===== config.mk =====
export PLATFORM = sky130hd
export DESIGN_NAME = demux_rr_scheduler
export DESIGN_NICKNAME = d
export VERILOG_FILES = /design/src/rtl/demux_pkg.sv /design/src/rtl/demux_sat_counter.sv /design/src/rtl/demux_rr_scheduler.sv
export SDC_FILE = /design/constraint.sdc
export NUM_CORES = 1
export LEC_CHECK = 0
export CAP_MARGIN = 20
export CORE_UTILIZATION = 43
export DETAILED_ROUTE_END_ITERATION = 10
export PLACE_DENSITY = 0.83
export SLEW_MARGIN = 5
export SYNTH_ARGS = -nofsm -noshare
export SYNTH_HDL_FRONTEND = slang
export SYNTH_HIERARCHICAL = 1
export SYNTH_SLANG_ARGS = --single-unit

===== constraint.sdc =====
create_clock -name clk -period 2.95 [get_ports clk]
set_clock_uncertainty 0.1 [all_clocks]
set_input_delay 0.59 -clock clk [delete_from_list [all_inputs] [get_ports clk]]
set_output_delay 0.59 -clock clk [all_outputs]
set_load 0.02 [all_outputs]

===== src/rtl/demux_pkg.sv =====
// ---------------------------------------------------------------------------
// demux_pkg
// Shared definitions for the 1-to-4 demux round-robin scheduler.
//   NUM_CH / CH_W : channel count and select width
//   state_t       : scheduler FSM states (IDLE = empty, HOLD = word held)
//   mode_t        : target selection mode (round-robin or directed)
//   onehot4()     : 2-bit select to 4-bit one-hot channel valid
// ---------------------------------------------------------------------------
package demux_pkg;

    localparam int NUM_CH = 4;
    localparam int CH_W   = 2;

    typedef enum logic {
        IDLE = 1'b0,
        HOLD = 1'b1
    } state_t;

    typedef enum logic {
        MODE_RR  = 1'b0,
        MODE_DIR = 1'b1
    } mode_t;

    function automatic logic [NUM_CH-1:0] onehot4(input logic [CH_W-1:0] s);
        logic [NUM_CH-1:0] r;
        r    = '0;
        r[s] = 1'b1;
        return r;
    endfunction

endpackage


===== src/rtl/demux_sat_counter.sv =====
// ---------------------------------------------------------------------------
// demux_sat_counter
// CNT_W-bit up counter that sticks at all-ones instead of wrapping.
//   clk  : clock, rising edge
//   rst  : asynchronous active-high reset, clears the count
//   inc  : add one this cycle (ignored once saturated)
//   clr  : synchronous clear, takes priority over inc
//   cnt  : current count
// ---------------------------------------------------------------------------
module demux_sat_counter #(
    parameter int CNT_W = 8
) (
    input  logic             clk,
    input  logic             rst,
    input  logic             inc,
    input  logic             clr,
    output logic [CNT_W-1:0] cnt
);

    logic [CNT_W-1:0] cnt_reg;

    always_ff @(posedge clk or posedge rst) begin
        if (rst) begin
            cnt_reg <= '0;
        end else if (clr) begin
            cnt_reg <= '0;
        end else if (inc && (cnt_reg != {CNT_W{1'b1}})) begin
            cnt_reg <= cnt_reg + 1'b1;
        end
    end

    assign cnt = cnt_reg;

endmodule


===== src/rtl/demux_rr_scheduler.sv =====
// ---------------------------------------------------------------------------
// demux_rr_scheduler
// Single valid/ready producer feeding four consumer lanes through a 1-to-4
// demux. One word is held in a register stage; its data is broadcast on
// out_data and exactly one bit of out_valid marks the target lane. The target
// is taken from a rotating round-robin pointer (mode=0) or from in_dest
// (mode=1), sampled when the word is accepted.
//   clk, rst        : clock (rising edge), asynchronous active-high reset
//   in_valid/ready  : producer handshake; in_ready is combinational
//   in_data/in_dest : word and its directed destination
//   mode            : 0 = round-robin, 1 = directed
//   out_data        : held word, shared by all lanes
//   out_valid       : one-hot lane valid
//   out_ready       : per-lane ready; only the targeted lane's bit matters
//   sel             : demux select (target of the held word)
//   busy            : a word is held
//   xfer_cnt        : per-lane saturating completion counters, present only
//                     when DEMUX_CNT_EN is defined (lane i at [i*CNT_W +: CNT_W])
// ---------------------------------------------------------------------------
module demux_rr_scheduler
    import demux_pkg::*;
#(
    parameter int DATA_W = 8
`ifdef DEMUX_CNT_EN
    ,
    parameter int CNT_W  = 8
`endif
) (
    input  logic              clk,
    input  logic              rst,
    input  logic              in_valid,
    output logic              in_ready,
    input  logic [DATA_W-1:0] in_data,
    input  logic [CH_W-1:0]   in_dest,
    input  logic              mode,
    output logic [DATA_W-1:0] out_data,
    output logic [NUM_CH-1:0] out_valid,
    input  logic [NUM_CH-1:0] out_ready,
    output logic [CH_W-1:0]   sel,
    output logic              busy
`ifdef DEMUX_CNT_EN
    ,
    output logic [NUM_CH*CNT_W-1:0] xfer_cnt
`endif
);

    state_t              state_reg, state_next;
    logic [DATA_W-1:0]   data_reg, data_next;
    logic [CH_W-1:0]     sel_reg, sel_next;
    logic [CH_W-1:0]     rr_ptr_reg, rr_ptr_next;
    logic                accept;
    logic                complete;

    always_ff @(posedge clk or posedge rst) begin
        if (rst) begin
            state_reg  <= IDLE;
            data_reg   <= '0;
            sel_reg    <= '0;
            rr_ptr_reg <= '0;
        end else begin
            state_reg  <= state_next;
            data_reg   <= data_next;
            sel_reg    <= sel_next;
            rr_ptr_reg <= rr_ptr_next;
        end
    end

    always_comb begin
        state_next  = state_reg;
        data_next   = data_reg;
        sel_next    = sel_reg;
        rr_ptr_next = rr_ptr_reg;

        // In HOLD the slot frees up exactly when the targeted lane takes the
        // word, so a new word can be loaded on that same edge.
        complete = (state_reg == HOLD) && out_ready[sel_reg];
        in_ready = (state_reg == IDLE) ? 1'b1 : out_ready[sel_reg];
        accept   = in_valid && in_ready;

        if (accept) begin
            data_next  = in_data;
            state_next = HOLD;
            if (mode_t'(mode) == MODE_DIR) begin
                sel_next = in_dest;
            end else begin
                sel_next    = rr_ptr_reg;
                rr_ptr_next = rr_ptr_reg + 1'b1;   // 3 wraps to 0
            end
        end else if (complete) begin
            state_next = IDLE;
        end
    end

    assign out_data  = data_reg;
    assign sel       = sel_reg;
    assign busy      = (state_reg == HOLD);
    assign out_valid = (state_reg == HOLD) ? onehot4(sel_reg) : '0;

`ifdef DEMUX_CNT_EN
    generate
        for (genvar gi = 0; gi < NUM_CH; gi++) begin : g_cnt
            demux_sat_counter #(
                .CNT_W (CNT_W)
            ) u_cnt (
                .clk (clk),
                .rst (rst),
                .inc (complete && (sel_reg == CH_W'(gi))),
                .clr (1'b0),
                .cnt (xfer_cnt[gi*CNT_W +: CNT_W])
            );
        end
    endgenerate
`endif

endmodule


Word-level counts from Yosys, hierarchy flattened. Index checks and enable logic that the tools add are counted.

Register bits: 13. Input bits: 18. Output and inout bits: 16. Word-level logic and storage cells: 22.

$add $sub $neg: 1. $lt $le $gt $ge: 2. Mux-type cells: 9. Bitwise logic cells: 1. Reductions and logical operators: 5.

Operators by type and width (number): $mux 1 (5); $mux 4 (1); $logic_and 1x1->1 (3); $lt 2x3->1 const B (1); $add 2x1->2 const B (1); $bmux 1 s2 (1); $demux 1 s2 (1); $ge 2x1->1 const B (1); $mux 2 (1); $reduce_and 2->1 (1); $reduce_bool 2->1 (1); $not 1->1 (1).

Logic depth before layout (Yosys ltp). Gate-level depths: netlist of run 1.

Depth after elaboration: 5. Depth in mapped cells: 4. Mapped depth without buffers: 3.

Worst setup path after synthesis of run 1. OpenSTA, ideal clock, no wires.

Path kind: reg-to-output. From: register sel_reg[0] (netlist: sel[0]). To: output port in_ready. Arrival: 1.202 ns. Data required time: 2.260 ns. Slack: 1.058 ns. Stages on the path, launching flop included: 4. Path buffers: 1. Path through: dfrtp_1 > buf_6 > mux2i_1 > a22oi_1.

Longest elaborated chain between the ends: 3.

RTL lines: start, declared (RTL line demux_rr_scheduler.sv:49) `logic [CH_W-1:0] sel_reg, sel_next;`; start signal, assigned (RTL line demux_rr_scheduler.sv:63) `sel_reg <= sel_next;`; $bmux 1 s2 (RTL line demux_rr_scheduler.sv:77) `in_ready = (state_reg == IDLE) ? 1'b1 : out_ready[sel_reg];`; $mux 1 (implied by the code) (RTL line demux_rr_scheduler.sv:77); $mux 1 (RTL line demux_rr_scheduler.sv:77); end, declared (RTL line demux_rr_scheduler.sv:32) `output logic in_ready,`.

Every way passes these cells. The select of a mux whose other input is x is not followed.

Worst setup path in the final report of run 1.
From: input port out_ready[3]. To: output port in_ready.

Longest elaborated chain between the ends: 3.

RTL lines: start, declared (RTL line demux_rr_scheduler.sv:38) `input logic [NUM_CH-1:0] out_ready,`; $bmux 1 s2 (RTL line demux_rr_scheduler.sv:77); $mux 1 (implied by the code) (RTL line demux_rr_scheduler.sv:77); $mux 1 (RTL line demux_rr_scheduler.sv:77).

Every way passes these cells. The select of a mux whose other input is x is not followed.

==> results.cfg, run 1 <==
[outcome]
status = finished with violations
failed_checks = design-rule violations

[synth]
ys_types = 21
syn_area_um2 = 739.5
synth_warnings = 6
ys.flop_type = dfrtp_1
yosysTopAreaCell = dfrtp_1
ys_top_cells_by_count = dfrtp_1 (13), mux2_2 (9), nor2b_1 (6)
synth_edf_count = 0
ys_ff_latch = 13
avgSynthCellArea_um2 = 11.55
yosysMostFrequentCell = dfrtp_1
async_reset_ff_share_pct = 100.0
netlist_top_cells_area = dfrtp_1 (44%), mux2_2 (14%), mux2i_1 (5.4%), nor2b_1 (5.1%), o2111ai_1 (4.7%)
synth_nets = 82
ys_seq_area_share_pct = 43.99
synth_top_area_share_pct = 43.99
synth_cells = 64

[critical_path]
rrSetupSlack_ns = 1.09
path_max_fanout = 3
cp_top_family = buffers and inverters
worstRegToRegCells = 3
crit_required_ns = 2.26
worstPathCellList = clkdlybuf4s50_1 > mux2i_1 > a22oi_1 > clkdlybuf4s50_1
slowest_delay_ns = 0.64
cpMostUsedCell = clkdlybuf4s50_1
worstSetupPathType = in -> out
reg2reg_from = sel[0]$_DFFE_PP0P_
cp-start-kind = input port
cp-end-kind = output port
r2r_end = out_data[0]$_DFFE_PP0P_
worst_ep_arrival_time_ns = 2.09
worst-path-buf-inv = 2
worst_path_max_delay_cell = clkdlybuf4s50_1

[power]
p_int_uw = 657.9
pwr-share-clk_pct = 9.3
switching_share_pct = 40.33
worst_ir_drop_vdd_v = 0.0005951
p_switching_uw = 444.6
share_seq_of_total_power_pct = 31.0
p_comb_share_pct = 59.7
power_density_nw_per_um2 = 998.0
p_leak_uw = 0.0004465

[flow_run]
cap_violations = 0

[sta]
final_max_slew_viol_count = 0
finalSetupViolations = 0
fmax_mhz = 360.3
post-route-period-util_pct = 94.09
hold_violations = 0
setup_tns_ns = 0
rsz0062_at_grt = no
worst_slack_ns = 0.1744
slew_headroom_pct = 68.00
period_needed_ns = 2.776
tightest_slew_ns = 0.4795

[clocking]
root_buffer = clkbuf_4
cts_resized = 0
clk_pin_slew_ns = 0.07
clock_sinks = 13
h-tree-depth = 1
clk_latency_ns = 0.27
cts_buffers = 3
post_cts_buffers = 0
cts_tree = yes
cts_buffer_depth = 2
cts_hold_buf = 0

[worst_hold_path]
whs_endpoint = out_data[7]$_DFFE_PP0P_
hold_path_depth = 1
min-delay-start = out_data[7]$_DFFE_PP0P_
hold_path_class = reg -> reg

[drt]
wl_um = 1495
wire_per_inst_um = 12.89
antenna_left = 0
dr.first_iter.drc_count = 12
first_pass_iters = 8
drc_errors = 6
viasPerCell = 5.267
vias = 611

[floorplanning]
initial_utilization_pct = 47.43
core_region_area_um2 = 1559
fp.dieW_um = 43.47
die_area_um2 = 1890
fp.dieH_um = 43.47
std_cell_rows = 14
io-pin-count = 34

[grt]
track_usage_pct = 17.43
first_global_vias = 571
grt_pass1_wl_um = 2428
grt_max_degree = 14
overflow = 0
antenna_found_initial = 0

[placement]
place.gp.congestion = 0.7522
dp_hpwl_um = 1233
port_buffers = 33
pre_cts_ws_ns = 0.1641

[final_layout]
largest_reg_flops = 8
num_antenna_cells = 0
final_nets = 119
area_delta_synth_final_pct = 49.41
drive_gt1_share_pct = 15.00
## layout make-up
type,count,area (um2)
timing repair buffer,33,330.3
clock buffer,4,26.28
sequential,13,325.3
fill,118,454.2
tap,16,20.02
multi-input combinational,47,391.6
inverter,3,11.26
## cell usage in the layout (no fill, tap or decap), types with 3 or more instances in the layout
cell / n
clkbuf_4: 3
clkdlybuf4s50_1: 33
dfrtp_1: 13
inv_1: 3
mux2_2: 9
mux2i_1: 4
nand2b_1: 3
nor2_1: 4
nor2b_1: 6
o2111ai_1: 4
## power groups by stage
| stage | Clock, uW | Sequential, uW | Combinational [uW] |
|---|---|---|---|
| floorplan | 0 | 416 | 324 |
| global placement | 0 | 341 | 656 |
| detailed placement | 0 | 346 | 661 |
| CTS | 108 | 343 | 663 |
| global route | 113 | 357 | 701 |
| finish | 102 | 342 | 658 |
## metrics by stage
stage	util [%]	instance area, um2	total power [uW]	hold slack [ns]	std cells
final	70.87	1105	1103	0.4047	116
after global routing	70.87	1105	1171	0.4164	116
after CTS	70.87	1105	1114	0.4089	116
after detailed placement	69.18	1079	1007	0.3920	112
after global placement	69.18	1079	997.1	0.3873	112
after floorplan	-	739.5	740.4	0.3670	64
## metal layers
metal / up-vias / part of all wire, % / wire length (um) / track usage (%)
li1: 316 / - / - / -
met1: 279 / 46 / 693 / 22.37
met2: 16 / 48 / 721 / 29.39
met3: 0 / 5.4 / 80 / 6.250
met4: 0 / 0 / 0 / 1.875
met5: - / 0 / 0 / 0
## how the worst max path moves through the flow
stage / start / end / slack (ns) / cells after the start
4_1_cts: out_ready[3] / in_ready / 0.15 / 4
2_1_floorplan: sel[0]$_DFFE_PP0P_ / in_ready / 1.06 / 3
5_1_grt: out_ready[2] / in_ready / 0.10 / 4
6_report: out_ready[3] / in_ready / 0.17 / 4
3_3_place_gp: out_ready[3] / in_ready / 0.19 / 4
3_5_place_dp: out_ready[3] / in_ready / 0.16 / 4
## cell families (layout without fill, tap and decap cells)
group	count (synthesis)	in the layout	synth area share [%]
AND/OR/NAND/NOR	21	21	16.07
multiplexers	15	15	23.18
flip-flops	13	13	43.99
AO/OA/AOI/OAI	11	11	13.71
buffers and inverters	4	40	3.045
Power figures use the tool's default switching activity.
==> inputs of run 2 (changes only) <==
- CTS_CLUSTER_SIZE: unset -> 8
==> results of run 2 <==
Final layout, timing and power as in run 1 (identical DEF).
==> inputs of run 3 (changes only) <==
- CORE_MARGIN: unset -> 8
==> run 3 against run 2 <==
Against the previous run:
- the run now ends clean
- critical endpoint unchanged
- largest cell class unchanged
- sequential share of layout area down 0.066 points
- fmax is 0.84% higher
- worst hold slack improved by 0.0033 ns
- total power increased by 1.3%
- global-route usage shrank 6.6 points
- register-to-register slack about the same
- sequential cell count stayed put
- design area is 0.23% higher
- setup slack better by 0.023 ns
==> results.cfg, run 3 (synthesis gave the netlist of run 1 again) <==
[outcome]
status = finished clean

[flow_run]
cap_violations = 0

[drt]
dr.first_iter.drc_count = 15
vias = 622
antenna_left = 0
wire_per_inst_um = 15.44
viasPerCell = 5.316
wl_um = 1807
drc_errors = 0
first_pass_iters = 3

[clocking]
root_buffer = clkbuf_4
cts_hold_buf = 0
clk_pin_slew_ns = 0.08
clk_latency_ns = 0.27
clock_sinks = 13
post_cts_buffers = 0
h-tree-depth = 1
cts_buffer_depth = 2
cts_tree = yes
cts_resized = 0
cts_buffers = 3

[power]
pwr-share-clk_pct = 9.6
p_leak_uw = 0.0004492
worst_ir_drop_vdd_v = 0.0004906
p_comb_share_pct = 59.8
share_seq_of_total_power_pct = 30.6
switching_share_pct = 41.28
p_int_uw = 655.7
p_switching_uw = 460.9
power_density_nw_per_um2 = 1008

[worst_hold_path]
hold_path_class = reg -> reg

[floorplanning]
die_area_um2 = 3303
initial_utilization_pct = 44.27
core_region_area_um2 = 1670
io-pin-count = 34
std_cell_rows = 15
fp.dieH_um = 57.47
fp.dieW_um = 57.47

[critical_path]
cp-end-kind = output port
crit_required_ns = 2.26
worst_ep_arrival_time_ns = 2.06
worstSetupPathType = in -> out
path_max_fanout = 3
cp-start-kind = input port

[grt]
grt_max_degree = 14
track_usage_pct = 10.81
grt_pass1_wl_um = 2842
antenna_found_initial = 0
first_global_vias = 624
overflow = 0

[sta]
fmax_mhz = 363.3
rsz0062_at_grt = no
finalSetupViolations = 0
post-route-period-util_pct = 93.31
hold_violations = 0
whs_ns = 0.4080
slew_headroom_pct = 65.85
tightest_slew_ns = 0.5116
final_max_slew_viol_count = 0
period_needed_ns = 2.753
setup_tns_ns = 0

[placement]
place.gp.congestion = 0.7569
dp_hpwl_um = 1464
placed_cell_area_um2 = 1080
port_buffers = 33

[final_layout]
largest_reg_flops = 8
mostFrequentLayoutCell = clkdlybuf4s50_1
num_antenna_cells = 0
drive_gt1_share_pct = 16.00
final_nets = 119
utilization_pct = 66.29
final_area_um2 = 1107
layout_common_cells = clkdlybuf4s50_1 (33), dfrtp_1 (13), mux2_2 (9)
area_delta_synth_final_pct = 49.75
run 3: changes by cell type in the layout (fill, tap and decap cells not counted):
cell,previous run,this run
clkinv_2,0,1
clkbuf_1,1,0
run 3: power by group through the flow:
stage	Clock (uW)	Combinational, uW	Sequential [uW]
3_5_place_dp	0	671	346
4_1_cts	113	673	342
2_1_floorplan	0	324	416
6_report	107	668	342
5_1_grt	123	712	358
3_3_place_gp	0	665	340
run 3: metal layers:
| metal | share of wire [%] | up-vias | track usage (%) |
|---|---|---|---|
| li1 | - | 314 | - |
| met3 | 6.5 | 0 | 4.260 |
| met1 | 41 | 293 | 11.59 |
| met4 | 0 | 0 | 2.143 |
| met2 | 52 | 15 | 19.45 |
| met5 | 0 | - | 0 |
run 3: area by class of cell:
| type | count | area, um2 |
|---|---|---|
| well taps | 17 | 21.27 |
| flip-flops and latches | 13 | 325.3 |
| multi-input cells | 47 | 391.6 |
| clock buffers | 3 | 22.52 |
| clock inverters | 1 | 5.005 |
| repair buffers | 33 | 330.3 |
| fillers | 128 | 563.0 |
| inverters | 3 | 11.26 |
run 3: path summary, 6_finish.rpt:
| path | start | end | slack [ns] | depth (start not counted) |
|---|---|---|---|---|
| max | out_ready[3] | in_ready | 0.20 | 4 |
| min | out_data[7]$_DFFE_PP0P_ | out_data[7]$_DFFE_PP0P_ | 0.41 | 1 |
| max reg2reg | sel[0]$_DFFE_PP0P_ | out_data[2]$_DFFE_PP0P_ | 1.09 | 3 |
| min reg2reg | out_data[7]$_DFFE_PP0P_ | out_data[7]$_DFFE_PP0P_ | 0.41 | 1 |
| max in group asynchronous | rst | rr_ptr_reg[1]$_DFFE_PP0P_ | 1.87 | 2 |
| min in group asynchronous | rst | out_data[0]$_DFFE_PP0P_ | 0.54 | 2 |
run 3: worst max-delay path, stage by stage:
cell             delay (ns)
clkdlybuf4s50_1        0.48
mux2i_1                0.11
a22oi_1                0.24
clkdlybuf4s50_1        0.64
run 3: through the flow:
step                setup slack (ns)  total power (uW)  cells
floorplan                      1.058             740.4     64
global placement              0.1897              1005    113
detailed placement            0.1899              1017    113
CTS                           0.1841              1128    117
global route                  0.1007              1193    117
finish                        0.1975              1117    117
